`src/rtl/router_pkg.sv`:
```
// router_pkg: shared packet field layout and destination helpers for the terminal source FIFO
package router_pkg;
    localparam int PCK_SZ  = 40;
    localparam int ROW_MSB = PCK_SZ - 9;
    localparam int ROW_LSB = PCK_SZ - 12;
    localparam int COL_MSB = PCK_SZ - 13;
    localparam int COL_LSB = PCK_SZ - 16;
    localparam int MODE_B  = PCK_SZ - 17;

    function automatic logic [3:0] dst_row(input logic [PCK_SZ-1:0] pkt);
        return pkt[ROW_MSB:ROW_LSB];
    endfunction

    function automatic logic [3:0] dst_col(input logic [PCK_SZ-1:0] pkt);
        return pkt[COL_MSB:COL_LSB];
    endfunction

    function automatic logic is_self(input logic [PCK_SZ-1:0] pkt, input logic [3:0] row, input logic [3:0] col);
        return (dst_row(pkt) == row) && (dst_col(pkt) == col);
    endfunction
endpackage

```
`src/rtl/router_term_src_fifo_if.sv`:
```
// router_term_src_fifo_if: terminal-side push port and router-side head/pop port
interface router_term_src_fifo_if #(
    parameter int PCK_SZ = 40,
    parameter int DEPTH  = 16
);
    logic                       push;
    logic [PCK_SZ-1:0]          din;
    logic                       full;
    logic                       popin;
    logic [PCK_SZ-1:0]          data_out_i_in;
    logic                       pndng_i_in;
    logic [$clog2(DEPTH+1)-1:0] count;
    logic                       self_drop;
    logic                       overflow;
    logic                       underflow;

    modport master (
        output push, din, popin,
        input  full, data_out_i_in, pndng_i_in, count, self_drop, overflow, underflow
    );

    modport slave (
        input  push, din, popin,
        output full, data_out_i_in, pndng_i_in, count, self_drop, overflow, underflow
    );
endinterface

```
`src/rtl/term_fifo_ram.sv`:
```
// term_fifo_ram: DEPTH x W storage, one synchronous write port, one asynchronous read port
module term_fifo_ram #(
    parameter int W     = 40,
    parameter int DEPTH = 16
) (
    input  logic                     clk,
    input  logic                     i_we,
    input  logic [$clog2(DEPTH)-1:0] i_waddr,
    input  logic [W-1:0]             i_wdata,
    input  logic [$clog2(DEPTH)-1:0] i_raddr,
    output logic [W-1:0]             o_rdata
);
    logic [W-1:0] r_mem [DEPTH];

    // write port; the array is deliberately never cleared
    always_ff @(posedge clk) begin
        if (i_we) r_mem[i_waddr] <= i_wdata;
    end

    assign o_rdata = r_mem[i_raddr];
endmodule

```
`src/rtl/router_term_src_fifo.sv`:
```
// router_term_src_fifo: show-ahead injection FIFO in front of one router input, with self-address filter
module router_term_src_fifo
    import router_pkg::*;
#(
    parameter int PCK_SZ = router_pkg::PCK_SZ,
    parameter int DEPTH  = 16,
    parameter int MY_ROW = 0,
    parameter int MY_COL = 0
) (
    input  logic                  clk,
    input  logic                  reset,
    router_term_src_fifo_if.slave bus
);
    localparam int AW = $clog2(DEPTH);
    localparam int CW = $clog2(DEPTH + 1);

    logic [AW-1:0]     r_wptr;
    logic [AW-1:0]     r_rptr;
    logic [CW-1:0]     r_count;
    logic              r_self_drop;
    logic              r_overflow;
    logic              r_underflow;
    logic              w_self;
    logic              w_full;
    logic              w_empty;
    logic              w_push;
    logic              w_pop;
    logic [PCK_SZ-1:0] w_rdata;

    assign w_self  = is_self(bus.din, 4'(MY_ROW), 4'(MY_COL));
    assign w_full  = r_count == CW'(DEPTH);
    assign w_empty = r_count == '0;
    assign w_pop   = bus.popin && !w_empty;
    // a pop in the same cycle frees the slot, so full + pop + push is accepted
    assign w_push  = bus.push && !w_self && (!w_full || bus.popin);

    term_fifo_ram #(.W(PCK_SZ), .DEPTH(DEPTH)) u_ram (
        .clk     (clk),
        .i_we    (w_push && !reset),
        .i_waddr (r_wptr),
        .i_wdata (bus.din),
        .i_raddr (r_rptr),
        .o_rdata (w_rdata)
    );

    // pointers, occupancy and sticky/pulse status flags
    always_ff @(posedge clk) begin
        if (reset) begin
            r_wptr      <= '0;
            r_rptr      <= '0;
            r_count     <= '0;
            r_self_drop <= 1'b0;
            r_overflow  <= 1'b0;
            r_underflow <= 1'b0;
        end else begin
            if (w_push) r_wptr <= r_wptr + 1'b1;
            if (w_pop) r_rptr <= r_rptr + 1'b1;
            r_count     <= r_count + CW'(w_push) - CW'(w_pop);
            r_self_drop <= bus.push && w_self;
            r_overflow  <= r_overflow || (bus.push && !w_self && w_full && !bus.popin);
            r_underflow <= r_underflow || (bus.popin && w_empty);
        end
    end

    assign bus.full          = w_full;
    assign bus.pndng_i_in    = !w_empty;
    assign bus.data_out_i_in = w_empty ? '0 : w_rdata;
    assign bus.count         = r_count;
    assign bus.self_drop     = r_self_drop;
    assign bus.overflow      = r_overflow;
    assign bus.underflow     = r_underflow;
endmodule

```
`src/flat_wrapper.sv`:
```
// flat-port wrapper written by rule: the top's interface ports become plain ports
module router_term_src_fifo_flat import router_pkg::*;
#(
    parameter int PCK_SZ = router_pkg::PCK_SZ,
    parameter int DEPTH  = 16,
    parameter int MY_ROW = 0,
    parameter int MY_COL = 0
)
  (clk, reset, bus_push, bus_din, bus_popin, bus_full, bus_data_out_i_in, bus_pndng_i_in, bus_count, bus_self_drop, bus_overflow, bus_underflow);
  router_term_src_fifo_if #(.PCK_SZ(PCK_SZ), .DEPTH(DEPTH)) bus_i ();
  input  logic clk;
  input  logic reset;
  input wire logic [$bits(bus_i.push)-1:0] bus_push;
  input wire logic [$bits(bus_i.din)-1:0] bus_din;
  input wire logic [$bits(bus_i.popin)-1:0] bus_popin;
  output wire logic [$bits(bus_i.full)-1:0] bus_full;
  output wire logic [$bits(bus_i.data_out_i_in)-1:0] bus_data_out_i_in;
  output wire logic [$bits(bus_i.pndng_i_in)-1:0] bus_pndng_i_in;
  output wire logic [$bits(bus_i.count)-1:0] bus_count;
  output wire logic [$bits(bus_i.self_drop)-1:0] bus_self_drop;
  output wire logic [$bits(bus_i.overflow)-1:0] bus_overflow;
  output wire logic [$bits(bus_i.underflow)-1:0] bus_underflow;
  assign bus_i.push = bus_push;
  assign bus_i.din = bus_din;
  assign bus_i.popin = bus_popin;
  assign bus_full = bus_i.full;
  assign bus_data_out_i_in = bus_i.data_out_i_in;
  assign bus_pndng_i_in = bus_i.pndng_i_in;
  assign bus_count = bus_i.count;
  assign bus_self_drop = bus_i.self_drop;
  assign bus_overflow = bus_i.overflow;
  assign bus_underflow = bus_i.underflow;
  router_term_src_fifo #(.PCK_SZ(PCK_SZ), .DEPTH(DEPTH), .MY_ROW(MY_ROW), .MY_COL(MY_COL)) u_core (.clk(clk), .reset(reset), .bus(bus_i));
endmodule
```
`config.mk`:
```
export PLATFORM = sky130hd
export DESIGN_NAME = router_term_src_fifo_flat
export DESIGN_NICKNAME = d
export VERILOG_FILES = /design/src/rtl/router_pkg.sv /design/src/rtl/router_term_src_fifo_if.sv /design/src/rtl/term_fifo_ram.sv /design/src/rtl/router_term_src_fifo.sv /design/src/flat_wrapper.sv
export SDC_FILE = /design/constraint.sdc
export NUM_CORES = 1
export LEC_CHECK = 0
export CORE_MARGIN = 2
export CORE_UTILIZATION = 60
export CTS_CLUSTER_DIAMETER = 100
export DETAILED_ROUTE_END_ITERATION = 16
export GPL_TIMING_DRIVEN = 1
export PLACE_DENSITY = 0.9
export SYNTH_ARGS = -nofsm -noshare
export SYNTH_HDL_FRONTEND = slang
export SYNTH_SLANG_ARGS = --single-unit
```
`constraint.sdc`:
```
create_clock -name clk -period 4.37 [get_ports clk]
set_clock_uncertainty 0.15 [all_clocks]
set_input_delay 0.874 -clock clk [delete_from_list [all_inputs] [get_ports clk]]
set_output_delay 0.874 -clock clk [all_outputs]
set_load 0.1 [all_outputs]
```
== Yosys cells after proc, flatten, opt, wreduce, memory -nomap -nowiden ==
Memory sizes are Yosys's and may differ from the RTL's. A register that Yosys moved wholly into a read port is not among the register bits.
Index checks and enable logic that the tools add are counted.
Operators by class
  $add $sub $neg: 4
  eq/ne operators: 1
  mux-type cells: 5
  reduce and logical (&&, ||, !) cells: 20
Operators with widths (number)
  2-to-1 mux 40 bit: 1
  logical AND 1 bit: 9
  adder 4 x 1 -> 4 bit, second input constant: 2
  logical NOT 4 bit: 2
  2-to-1 mux 4 bit: 2
  adder 5 x 1 -> 5 bit: 1
  == test 5 bit, second input constant: 1
  logical NOT 1 bit: 5
  logical NOT 5 bit: 1
  subtractor 5 x 1 -> 5 bit: 1
  logical OR 1 bit: 3
  2-to-1 mux 1 bit: 2
Word-level totals
  bits in registers: 16
  memory bits (writable): 640
  input port bits: 44
  output and inout bits: 50
  logic and storage cells: 37
  memories: 1
Memories
  u_core.u_ram.r_mem: depth 16, bits a word 40, read ports 1, clocked after Yosys merged registers in 1, wr ports 1, RTL line term_fifo_ram.sv:13  | logic [W-1:0] r_mem [DEPTH];

== Depth between registers and ports, before layout ==
Gate-level depths: netlist (run 1).
  depth in word-level cells: 8
  depth in mapped cells: 14
  depth with buffers taken out: 14

== Hierarchy ==
Synthesis (run 1) repeated with hierarchy kept, for this count alone.
Unflattened totals
  cell total of the unflattened synthesis: 1131
  area total of the unflattened synthesis: 25411.9 µm²
Modules (own cells, without submodules)
  term_fifo_ram: instances 1, cells each 1000, area each 24330.8 µm², seq. area each 19218.4 µm²
  router_term_src_fifo: instances 1, cells each 131, area each 1081.0 µm², seq. area each 320.3 µm²

== Worst setup path after synthesis (run 1) ==
OpenSTA, ideal clock, no wires.
  path type: reg2reg
  start: reg u_core.r_count[4], in the netlist u_core.bus.count[4]
  end: reg u_core.r_count[4], in the netlist u_core.bus.count[4]
  library setup time: 70 ps
  arrival: 4922 ps
  required time: 4150 ps
  slack: -773 ps
  cell stages (with the launch flop): 9
  buffers on the path: 0
  period minus slack after synthesis: 5143 ps
  path through: dfxtp_1 -> nor4bb_2 -> a221oi_4 -> ha_1 -> fa_1 -> a21oi_1 -> nor2_1 -> or3_1 -> a21oi_1
Between the ends
  word-level cells in the longest chain between the ends: 6
  elaborated cells between the ends (all ways): 9
  classes of those cells: add/sub (2); eq/ne (1); reduce/logical (6)
RTL lines
  start, declared: RTL line router_term_src_fifo.sv:19  | logic [CW-1:0] r_count;
  start signal, assigned: RTL line router_term_src_fifo.sv:58  | r_count <= r_count + CW'(w_push) - CW'(w_pop);
  == test 5 bit: RTL line router_term_src_fifo.sv:31  | assign w_full = r_count == CW'(DEPTH);
  net bus_full: RTL line flat_wrapper.sv:16  | output wire logic [$bits(bus_i.full)-1:0] bus_full;
  logical NOT 1 bit: RTL line router_term_src_fifo.sv:35  | assign w_push = bus.push && !w_self && (!w_full || bus.popin);
  logical OR 1 bit: RTL line router_term_src_fifo.sv:35
  logical AND 1 bit: RTL line router_term_src_fifo.sv:35
  adder 5 x 1 -> 5 bit: RTL line router_term_src_fifo.sv:58
  subtractor 5 x 1 -> 5 bit: RTL line router_term_src_fifo.sv:58
The timed path passes the listed nets, and every way through them passes these cells.
A chain may end at the register's enable or synchronous reset.

== Worst setup path in the final report (run 1) ==
  start: reg u_core.r_count[2], in the netlist u_core.bus.count[2]
  end: out bus_data_out_i_in[18]
Between the ends
  word-level cells in the longest chain between the ends: 2
RTL lines
  logical NOT 5 bit: RTL line router_term_src_fifo.sv:32  | assign w_empty = r_count == '0;
  2-to-1 mux 40 bit: RTL line router_term_src_fifo.sv:67  | assign bus.data_out_i_in = w_empty ? '0 : w_rdata;
  end, declared: RTL line flat_wrapper.sv:17  | output wire logic [$bits(bus_i.data_out_i_in)-1:0] bus_data_out_i_in;
Every way passes these cells.

==> metrics.md, run 1 <==
| Metric | Value |
|---|---|
| Total GRT Usage | a little over a quarter |
| Area delta synth->final | 16.0% |
| Achievable frequency | 0.247 GHz |
| Number of filler instances in the final layout | about 2200 |
| Post-Synth Adder-Cell Area | less than 1% |
| Clock root buffer | clkbuf_16 |
| Post-Synthesis Mean Instance Area | between 20 and 25 um2 |
| CP required | ~3400 ps |
| Sequential element share of the synthesized area | roughly four fifths |
| Net Count, Synth | between 1000 and 1500 |
| Top fanout value on the critical path | 15 |
| Share of the synthesized area in the top cell type | 77.2% |
| Die area | 43100 um2 |
| Final worst path period share | 92.6% |
| Max clock buf depth | 3 |
| RSZ-0062 raised after global routing | false |
| Number of warnings printed during yosys synthesis | 0 |
| VDD IR-drop max | ~0.68 mV |
| Worst Setup Path Type | flip-flop to output pin |
| Fin crit period | 4050 ps |
| Die width | slightly above 200 um |
| Hold WS | ~330 ps |
| Count of placed standard cells including taps | 1681 |
| Number of standard cells in the final layout excluding fillers | 1788 |
| Half-perimeter wire length after detailed placement | between 30000 and 40000 um |
| Xor-xnor portion of the synthesized cell area | less than 1% |
| Mux contribution to synthesized area | between 10 and 15% |
| Number of buffers created by CTS | 58 |
| Post-CTS repair timing setup buffer count | 0 |
| Type of the most critical hold path | flip-flop to flip-flop |
| Max-Cap Viols | 0 |
| Largest cells by area after synthesis | edfxtp_1 77%, mux4_2 14%, a221o_1 1.6% |
| Post-place setup slack | approximately 470 ps |
| Main combinational cell family by area after synthesis | multiplexers |
| Number of ports placed on the die boundary | 94 |
| Final hold viol count | 0 |
| Most frequent cells in the layout | 640 x edfxtp_1, 160 x mux4_2, 70 x buf_4 |
| Count of final max-slew check failures | 0 |
| Leading area contributor after synthesis | edfxtp_1 |
| Post-synthesis cell area | roughly 25000 um2 |
| Total via count after detailed routing | 12300 |
| Core Footprint | 40900 um2 |
| Clock tree from TritonCTS | yes |
| Count of H-tree levels built during CTS | 2 |
| Cell Chain, Critical Path | inv_1, ha_1, nor4b_4, inv_2, nand2_1, nor2_4, buf_4, a221o_1, buf_12 |
| Clock Pin Slew Worst Setup and Hold Paths | roughly 70 ps |
| Count of clock tree sinks | 660 |
| Register bit count reported by yosys | 660 |
| Power per cell area | between 600 and 700 nW/um2 |
| Net count reported at finish | roughly 1300 |
| Buffers added on ports | between 90 and 100 |
| Row cnt | 74 |
| Clock latency of the later-clocked register in the worst-skew pair | 600 ps |
| Transition at the pin with the smallest max-transition slack | between 900 and 1000 ps |
| Initial Utilization | between 60% and 70% |
| Number of design-rule violations left by the first detailed-router iteration | between 1000 and 1500 |
| Status | finished clean |
| Combined buffer and inverter count along the critical path | 4 |
| Kind of end point of the critical path | output pin |
| Placer Congestion | 0.754 |
| Number of iterations in the first detailed-routing pass | 6 |
| Area of the multi-input gates | 5130 um2 |
| Remaining global-route overflow | 0 |
| Cell class contributing the biggest share of worst-path delay | buffers and inverters |
| Synth Instances | 1058 |
| Antenna violation net count after detailed routing | 0 |
| Delay of the slowest critical-path stage | 470 ps |
| Number of remaining DRC errors | 0 |
| Setup violators final | 0 |
| Most common library cell in the layout ignoring fill and taps | edfxtp_1 |
| Share of post-route cells with drive strength above 1 | between 20% and 30% |
| Static leakage | between 0.009 and 0.01 uW |
| Post-DR vias/cell | 6.90 |
| Remaining max-slew budget at the tightest pin | about 34% |
| Count of distinct cell types in the synthesized netlist | 36 |
| Type of origin of the critical path | flip-flop |
| Post-synthesis compound-gate area fraction | about 3.3% |
| Largest net degree at the start of global routing | 60 |
| Fraction of the mapped netlist area in simple logic gates | under 10% |
| CP arrival | slightly above 3000 ps |
| Register area | between 15000 and 20000 um2 |
| Antenna violations before repair | 0 |
| Global-route wire length before repair | roughly 85000 um |
| Height of the chip | 208 um |
| Cell with the largest stage delay on the worst path | nor2_4 |
| Wire length reported by the detailed router | a little under 60000 um |
| Vias in the first global route | about 13000 |
| Antenna cell count | 0 |
| PnR worst setup slack | 324 ps |
| Avg WL per Cell | between 30 and 40 um |
## power by group
part	internal (uW)	leakage, uW	switching [uW]
sequential	7050	0.00593	92.6
clock	2890	0.000925	2240
combinational	1840	0.00218	3600
## cells in the mapped netlist
cell        n
mux2_1      1
a22o_1     40
a21o_1      1
or3_1       2
a41oi_1     1
nand3_1     3
o21ai_0     1
nand2_1    10
dfxtp_1    20
nor3b_1     1
xor2_1      3
nor2_1     30
fa_1        1
and3_1      1
buf_1       8
nand2b_1    1
mux2_2      1
nand4_1     1
nor4b_4     1
a21oi_1     5
inv_2       1
ha_1       11
mux4_2    160
buf_2      18
xnor2_1     4
a221oi_4    1
inv_1      11
edfxtp_1  640
nor2b_1     4
buf_6       4
clkbuf_1   25
nor3_1      3
nor4_1      2
nor4bb_2    1
a221o_1    40
mux2i_1     1
## cell type report
type	instances	area share (%)
Sequential cell	660	68.0
Timing Repair Buffer	146	5.25
Inverter	12	0.156
Tap cell	532	2.31
Clock buffer	68	5.23
Clock inverter	39	1.31
Multi-Input combinational cell	331	17.8
## worst paths after layout
path	start	slack (ps)	to	depth (start not counted)
worst max-delay path	u_core.bus.count[2]$_SDFF_PP0_	320	bus_data_out_i_in[18]	9
worst min-delay path	u_core.bus.underflow$_SDFF_PP0_	330	u_core.bus.underflow$_SDFF_PP0_	2
worst max register to register	u_core.bus.count[2]$_SDFF_PP0_	1010	u_core.bus.count[4]$_SDFF_PP0_	14
worst min register to register	u_core.bus.underflow$_SDFF_PP0_	330	u_core.bus.underflow$_SDFF_PP0_	2
## worst reg2reg max path, delay by kind of cell, from the launching register on
| family | cells | cell delay (ps) |
|---|---|---|
| buffers and inverters | 4 | 360 |
| AOI/OAI and AO/OA | 2 | 300 |
| adders and majority gates | 4 | 1130 |
| DFF | 1 | 340 |
| and+or+nand+nor | 4 | 1030 |
## repair_timing
item | CTS | global route
gates resized for setup | 0 | 1
endpoints found under the setup margin | 0 | 2
hold buffers | 0 | 0
## registers in the layout (all words and copies together), names as in the netlist, named ones only
name / cells
u_core.bus.underflow: 1
u_core.bus.self_drop: 1
u_core.r_wptr: 4
u_core.bus.overflow: 1
u_core.bus.count: 5
u_core.r_rptr: 4
u_core.u_ram.r_mem: 640
## cell families after synthesis
group                      Yosys count
DFF                                660
muxes                              163
AOI/OAI and AO/OA                   89
buffers and inverters               67
and+or+nand+nor                     60
adders and majority gates           12
xor gates and xnor gates             7
## metal layers
layer  share of wire (%)  vias up  wire length (um)  track usage [%]
met5                   0        -                 0                0
met4                 4.2        0              2440             12.0
met3                 8.2      164              4740             4.07
met2                  52      908             30300             46.3
met1                  35     6412             20600             35.1
li1                    -     4855                 -                -
## through the flow
step | instance area (um2) | power [uW] | TNS (ps) | utilization, %
2_1_floorplan | 24900 | 11200 | -135500 | -
3_3_place_gp | 27000 | 12600 | 0 | 65.9
3_5_place_dp | 27000 | 12700 | 0 | 65.9
4_1_cts | 28900 | 17800 | 0 | 70.5
5_1_grt | 28900 | 18100 | 0 | 70.6
6_report | 28900 | 17700 | 0 | 70.6
Power figures use the tool's default switching activity.
==> run 2, diff against run 1 <==
Settings changed: CORE_UTILIZATION 60 to 61, PLACE_DENSITY 0.9 to 0.91, SYNTH_HIERARCHICAL set to 1.
==> run 2 against run 1 <==
  * Worst hold slack improved by 57 ps
  * Clock-buffer cell count grew 11
  * Combinational power about the same
  * Maximum frequency decreased by 3.9%
==> metrics.md, run 2 <==
| Metric | Value |
|---|---|
| Remaining max-slew budget at the tightest pin | 13.3% |
| Final hold viol count | 0 |
| Clock Pin Slew Worst Setup and Hold Paths | approximately 60 ps |
| Synth Instances | roughly 1100 |
| Height of the chip | between 200 and 250 um |
| Share of the synthesized area in the top cell type | about three quarters |
| Die area | 43300 um2 |
| Largest net degree at the start of global routing | 47 |
| Cell with the largest stage delay on the worst path | dfxtp_4 |
| Final total negative setup slack | 0 ps |
| Number of flops mapped to enable cells by yosys | 640 |
| Cell Chain, Critical Path | buf_4, mux4_2, a22oi_1, nand2_1, and2_1, buf_4 |
| Sequential element share of the synthesized area | between 70% and 80% |
| Number of remaining DRC errors | 0 |
| Post-Synthesis Mean Instance Area | around 22 um2 |
| Delay of the slowest critical-path stage | roughly 620 ps |
| Register bit count reported by yosys | between 600 and 700 |
| Max-Cap Viols | 0 |
| Total via count after detailed routing | 13100 |
| Antenna cell count | 0 |
| Area of the multi-input gates | 5570 um2 |
| Static leakage | 0.00934 uW |
| Achievable frequency | roughly 0.24 GHz |
| Part of the total power dissipated in sequential elements | between 30% and 40% |
| Transition at the pin with the smallest max-transition slack | about 1300 ps |
| VDD IR-drop max | around 0.66 mV |
| Count of final max-slew check failures | 0 |
| Net count reported at finish | between 1000 and 1500 |
| Slack of the worst reg-to-reg path | about 600 ps |
| Total GRT Usage | ~30% |
| Internal power of the cells | 11900 uW |
| Clock latency of the later-clocked register in the worst-skew pair | ~640 ps |
| Type of origin of the critical path | flip-flop |
| Startpoint of the worst hold path | u_core/bus.overflow$_SDFF_PP0_ |
| Top fanout value on the critical path | 16 |
| Top cell types by occurrence after synthesis | 640 x edfxtp_1, 100 x mux4_2, 80 x a22oi_1, 60 x mux4_1, 42 x and2_1 |
| Max FFs per register | 640 |
| Remaining global-route overflow | 0 |
| Cell seen most often among critical-path stages | buf_4 |
| Die width | approximately 210 um |
| Setup violators final | 0 |
| CP arrival | roughly 3200 ps |
| R2R Path Start | u_core/bus.count[2]$_SDFF_PP0_ |
| Max clock buf depth | 3 |
| Most flop-heavy register | u_core/u_ram/r_mem |
| Number of iterations in the first detailed-routing pass | 5 |
| Half-perimeter wire length after detailed placement | about 34000 um |
| Most common cell in the netlist | edfxtp_1 |
| Type of the most critical hold path | flip-flop to flip-flop |
| Status | finished clean |
| Clock root buffer | clkbuf_16 |
| Count of distinct cell types in the synthesized netlist | 39 |
| Most common library cell in the layout ignoring fill and taps | edfxtp_1 |
| Placer Congestion | around 0.8 |
| Worst setup path startpoint | u_core/r_rptr[0]$_SDFFE_PP0P_ |
| Post-DR vias/cell | 7.03 |
| Largest cells by area after synthesis | edfxtp_1 76%, mux4_2 8.9%, mux4_1 6.2% |
| Avg WL per Cell | 33.8 um |
| Net Count, Synth | ~1200 |
| Core Footprint | 41000 um2 |
| Switching power share of the total | around 34% |
| Post-synthesis cell area | between 20000 and 30000 um2 |
| Number of warnings printed during yosys synthesis | 6 |
| Antenna violation net count after detailed routing | 0 |
| Number of ports placed on the die boundary | 94 |
| Leading area contributor after synthesis | edfxtp_1 |
| Post-synth ARST share | 0% |
| Row cnt | 74 |
| Register area | slightly below 20000 um2 |
| Post-synth top flop | edfxtp_1 |
| Area delta synth->final | 15.5% |
| Clock tree from TritonCTS | yes |
| Net switching power | between 6000 and 7000 uW |
| Buffers added on ports | 93 |
| Power per cell area | ~610 nW/um2 |
| Final cell utilization of the core | ~72% |
| Number of design-rule violations left by the first detailed-router iteration | 1871 |
| Wire length reported by the detailed router | approximately 63000 um |
| Share of post-route cells with drive strength above 1 | around a quarter |
| Initial Utilization | around 62% |
| Fin crit period | about 4200 ps |
| Combinational power share | a little under a third |
| Proportion of power drawn by the clock network | between 30% and 40% |
| Number of buffers created by CTS | approximately 60 |
| Worst Setup Path Type | flip-flop to output pin |
| Vias in the first global route | approximately 13000 |
| Count of H-tree levels built during CTS | 2 |
| Count of clock tree sinks | around 660 |
| Global-route wire length before repair | 92000 um |
| Most frequent cells in the layout | 640 x edfxtp_1, 100 x mux4_2, 80 x a22oi_1 |
| Antenna violations before repair | 1 |
| CP required | 3350 ps |
| Number of filler instances in the final layout | 2111 |
| Final worst path period share | 96.4% |
| Kind of end point of the critical path | output pin |
| RSZ-0062 raised after global routing | false |
[run 2: stage by stage]
step	instances	hold WS (ps)	instance area (um2)	power, uW	setup slack (ps)
2_1_floorplan	1131	342	25400	11500	-345
3_3_place_gp	1750	307	27300	12500	249
3_5_place_dp	1750	366	27300	12600	149
4_1_cts	1864	381	29300	18000	8.04
5_1_grt	1865	411	29300	18500	81.1
6_report	1865	386	29300	18000	159
[run 2: per-layer routing]
metal / vias up / global-route usage (%) / wire, um
met2: 1048 / 48.9 / 31500
met4: 0 / 9.72 / 2230
met5: - / 0 / 0
met1: 6809 / 40.7 / 22900
met3: 151 / 5.78 / 6370
li1: 5102 / - / -
[run 2: logic make-up (layout without fill, tap and decap cells)]
kind of cell | Yosys count | count (layout) | share of synthesized area, %
flops | 656 | 656 | 76.9
xor+xnor | 7 | 7 | 0.241
fa+ha+maj | 9 | 9 | 0.473
compound gates | 92 | 92 | 2.71
simple gates | 137 | 137 | 2.73
buf+inv | 68 | 270 | 1.81
mux | 162 | 162 | 15.1
[run 2: repair_timing]
| action | 4_1_cts | 5_1_grt |
|---|---|---|
| hold buffers | 0 | 0 |
| setup endpoints to repair | 0 | 8 |
| setup buffers | 0 | 1 |
| resized for setup | 0 | 1 |
[run 2: worst paths after layout]
check,endpoint,depth (start not counted)
setup / recovery,bus_data_out_i_in[36],6
hold / removal,u_core/bus.overflow$_SDFF_PP0_,2
setup reg to reg,u_core/bus.count[4]$_SDFF_PP0_,12
hold reg to reg,u_core/bus.overflow$_SDFF_PP0_,2
[run 2: power by group through the flow]
stage / clock network (uW) / registers (uW) / logic (uW)
6_report: 5430 / 7170 / 5440
5_1_grt: 5670 / 7180 / 5630
4_1_cts: 5460 / 7190 / 5380
3_5_place_dp: 0 / 7310 / 5300
3_3_place_gp: 0 / 7300 / 5200
2_1_floorplan: 0 / 7350 / 4120
[run 2: final cells by class]
class | instances | share of cell area [%]
Clock inverter | 35 | 1.30
Tap cell | 532 | 2.27
Clock buffer | 79 | 5.61
Sequential cell | 656 | 66.6
Multi-Input combinational cell | 407 | 19.0
Timing Repair Buffer | 149 | 5.14
Inverter | 7 | 0.0895
[run 2: critical path: cells and delay by family (launching register included)]
kind	cells	cell delay (ps)
flops	1	620
buf+inv	2	580
mux	1	560
compound gates	1	420
simple gates	2	350
==> run 3, diff against run 2 <==
Settings changed: CORE_UTILIZATION 61 to 63, DONT_BUFFER_PORTS set to 1, PLACE_DENSITY 0.91 to 0.9, SKIP_LAST_GASP set to 1.
==> run 3 against run 2 <==
  * Global-route usage up 1.5 points
  * Non-clock buffer count down 69
  * Core utilization up 0.30 points
  * Critical path depth up 1
  * Sequential power about the same
  * Sequential cell count unchanged
  * Routed wire length down 0.48%
  * Clock power down 0.9%
  * Worst hold slack worse by 230 ps
  * Cell count down 4.2%
  * Sequential share of layout area up 1.9 points
  * Critical path type unchanged
  * Critical endpoint is now bus_data_out_i_in[23]
  * Highest routed layer is now met5
==> metrics.md, run 3 (same netlist as run 2, synthesis figures left out) <==
| Metric | Value |
|---|---|
| Status | finished clean |
| Post-DR vias/cell | around 7.1 |
| Total via count after detailed routing | ~13000 |
| PnR worst setup slack | about 240 ps |
| R2R Path Start | u_core/bus.count[2]$_SDFF_PP0_ |
| CP arrival | about 3100 ps |
| Number of buffers created by CTS | 60 |
| Design Power | roughly 18000 uW |
| Count of final max-slew check failures | 0 |
| Fin crit period | between 4000 and 5000 ps |
| Antenna violation net count after detailed routing | 0 |
| Type of origin of the critical path | flip-flop |
| Worst Hold Endpoint | u_core/bus.count[3]$_SDFF_PP0_ |
| Number of ports placed on the die boundary | between 90 and 100 |
| Avg WL per Cell | 35.1 um |
| Kind of end point of the critical path | output pin |
| Number of filler instances in the final layout | between 2000 and 2500 |
| Wire length reported by the detailed router | between 60000 and 70000 um |
| Setup violators final | 0 |
| Height of the chip | just over 200 um |
| Buffers added on ports | 0 |
| Static leakage | around 0.0090 uW |
| Most flop-heavy register | u_core/u_ram/r_mem |
| Max clock buf depth | 3 |
| Final worst path period share | a little over nine tenths |
| Clock Pin Slew Worst Setup and Hold Paths | roughly 70 ps |
| Remaining max-slew budget at the tightest pin | a little over an eighth |
| Endpoint of the worst-slack reg-to-reg timing path | u_core/u_ram/r_mem[5][11]$_DFFE_PP_ |
| Die width | around 200 um |
| Die area | approximately 42000 um2 |
| CP required | ~3400 ps |
| RSZ-0062 raised after global routing | false |
| Max-Cap Viols | 0 |
| Count of H-tree levels built during CTS | 2 |
| Number of design-rule violations left by the first detailed-router iteration | around 1800 |
| Startpoint of the worst hold path | reset |
| Worst setup path startpoint | u_core/r_rptr[0]$_SDFFE_PP0P_ |
| Post_cts resized | 0 |
| Count of clock tree sinks | around 660 |
| Most frequent cells in the layout | 640 x edfxtp_1, 100 x mux4_2, 80 x a22oi_1 |
| Number of iterations in the first detailed-routing pass | 5 |
| Initial Utilization | between 60% and 70% |
| Number of buffers inserted by hold repair at cts | 0 |
| Remaining global-route overflow | 0 |
| Global-route wire length before repair | about 91000 um |
| Share of post-route cells with drive strength above 1 | approximately a quarter |
| Post-place setup slack | ~430 ps |
| Top fanout value on the critical path | 26 |
| Hold path depth | 1 |
| Most common library cell in the layout ignoring fill and taps | edfxtp_1 |
| Number of remaining DRC errors | 0 |
| Half-perimeter wire length after detailed placement | about 33000 um |
| Clock tree from TritonCTS | yes |
| Type of the most critical hold path | input port to flip-flop |
| Clock latency of the later-clocked register in the worst-skew pair | 630 ps |
| Net count reported at finish | around 1300 |
| Final cell utilization of the core | between 70 and 80% |
| Antenna cell count | 0 |
| Core Footprint | between 30000 and 40000 um2 |
| Transition at the pin with the smallest max-transition slack | between 1000 and 1500 ps |
| Count of placed standard cells including taps | roughly 1700 |
| Placer Congestion | 0.757 |
| Final total negative setup slack | 0 ps |
| Worst Reg-to-Reg Cells | 8 |
| Antenna violations before repair | 1 |
| Number of standard cells in the final layout excluding fillers | ~1800 |
| Vias in the first global route | roughly 13000 |
| Max FFs per register | 640 |
| Achievable frequency | roughly 0.24 GHz |
| Worst Setup Path Type | flip-flop to output pin |
| Post-CTS repair timing setup buffer count | 0 |
| VDD IR-drop max | around 0.62 mV |
| Area delta synth->final | 12.3% |
| Slack of the worst reg-to-reg path | roughly 300 ps |
| Power per cell area | slightly above 600 nW/um2 |
| Final hold viol count | 0 |
| Clock root buffer | clkbuf_16 |
| Row cnt | 73 |
| Largest net degree at the start of global routing | 61 |
| Total GRT Usage | 31.2% |
==> run 3: cell type report <==
| class | instances | area [um2] | share of cell area (%) |
|---|---|---|---|
| well taps | 525 | 657 | 2.30 |
| multi-input cells | 407 | 5580 | 19.5 |
| inverters | 7 | 26.3 | 0.0920 |
| repair buffers | 80 | 726 | 2.54 |
| flip-flops and latches | 656 | 19500 | 68.5 |
| clock buffers | 75 | 1630 | 5.71 |
| clock inverters | 37 | 387 | 1.35 |
==> run 3: power breakdown <==
group	leakage, uW	total, uW	switching [uW]	internal, uW
sequential	0.00590	7150	142	7010
clock	0.000983	5380	2320	3060
combinational	0.00213	5210	3530	1680
total	0.00901	17700	5990	11800
==> run 3: metrics by stage <==
step / hold WS [ps] / area, um2
2_1_floorplan: 342 / 25400
3_3_place_gp: 379 / 26500
3_5_place_dp: 414 / 26500
4_1_cts: 144 / 28500
5_1_grt: 145 / 28500
6_report: 161 / 28500
==> run 3: worst max-delay path: stages, from the launching register on <==
cell     delay (ps)
dfxtp_4         520
buf_12          270
buf_12          250
mux4_2          590
a22oi_1         270
nand2_1         130
and2_1          160
buf_4           230
==> run 3: worst max-delay path by stage <==
stage | to | slack, ps | depth (start not counted)
6_report | bus_data_out_i_in[23] | 240 | 7
4_1_cts | bus_data_out_i_in[23] | 240 | 7
5_1_grt | bus_data_out_i_in[15] | 150 | 6
2_1_floorplan | u_core/u_ram/r_mem[1][0]$_DFFE_PP_ | -340 | 7
3_5_place_dp | u_core/u_ram/r_mem[5][1]$_DFFE_PP_ | 430 | 6
3_3_place_gp | u_core/u_ram/r_mem[5][1]$_DFFE_PP_ | 630 | 6
==> run 3: per-layer routing <==
metal | GRT usage [%] | vias to the layer above | part of all wire [%] | wire length, um
met5 | 0 | - | 0.021 | 13
met4 | 12.1 | 2 | 4.2 | 2610
met3 | 7.03 | 182 | 11 | 6790
met2 | 51.9 | 1021 | 51 | 31900
met1 | 40.6 | 6585 | 34 | 21300
li1 | - | 4963 | - | -
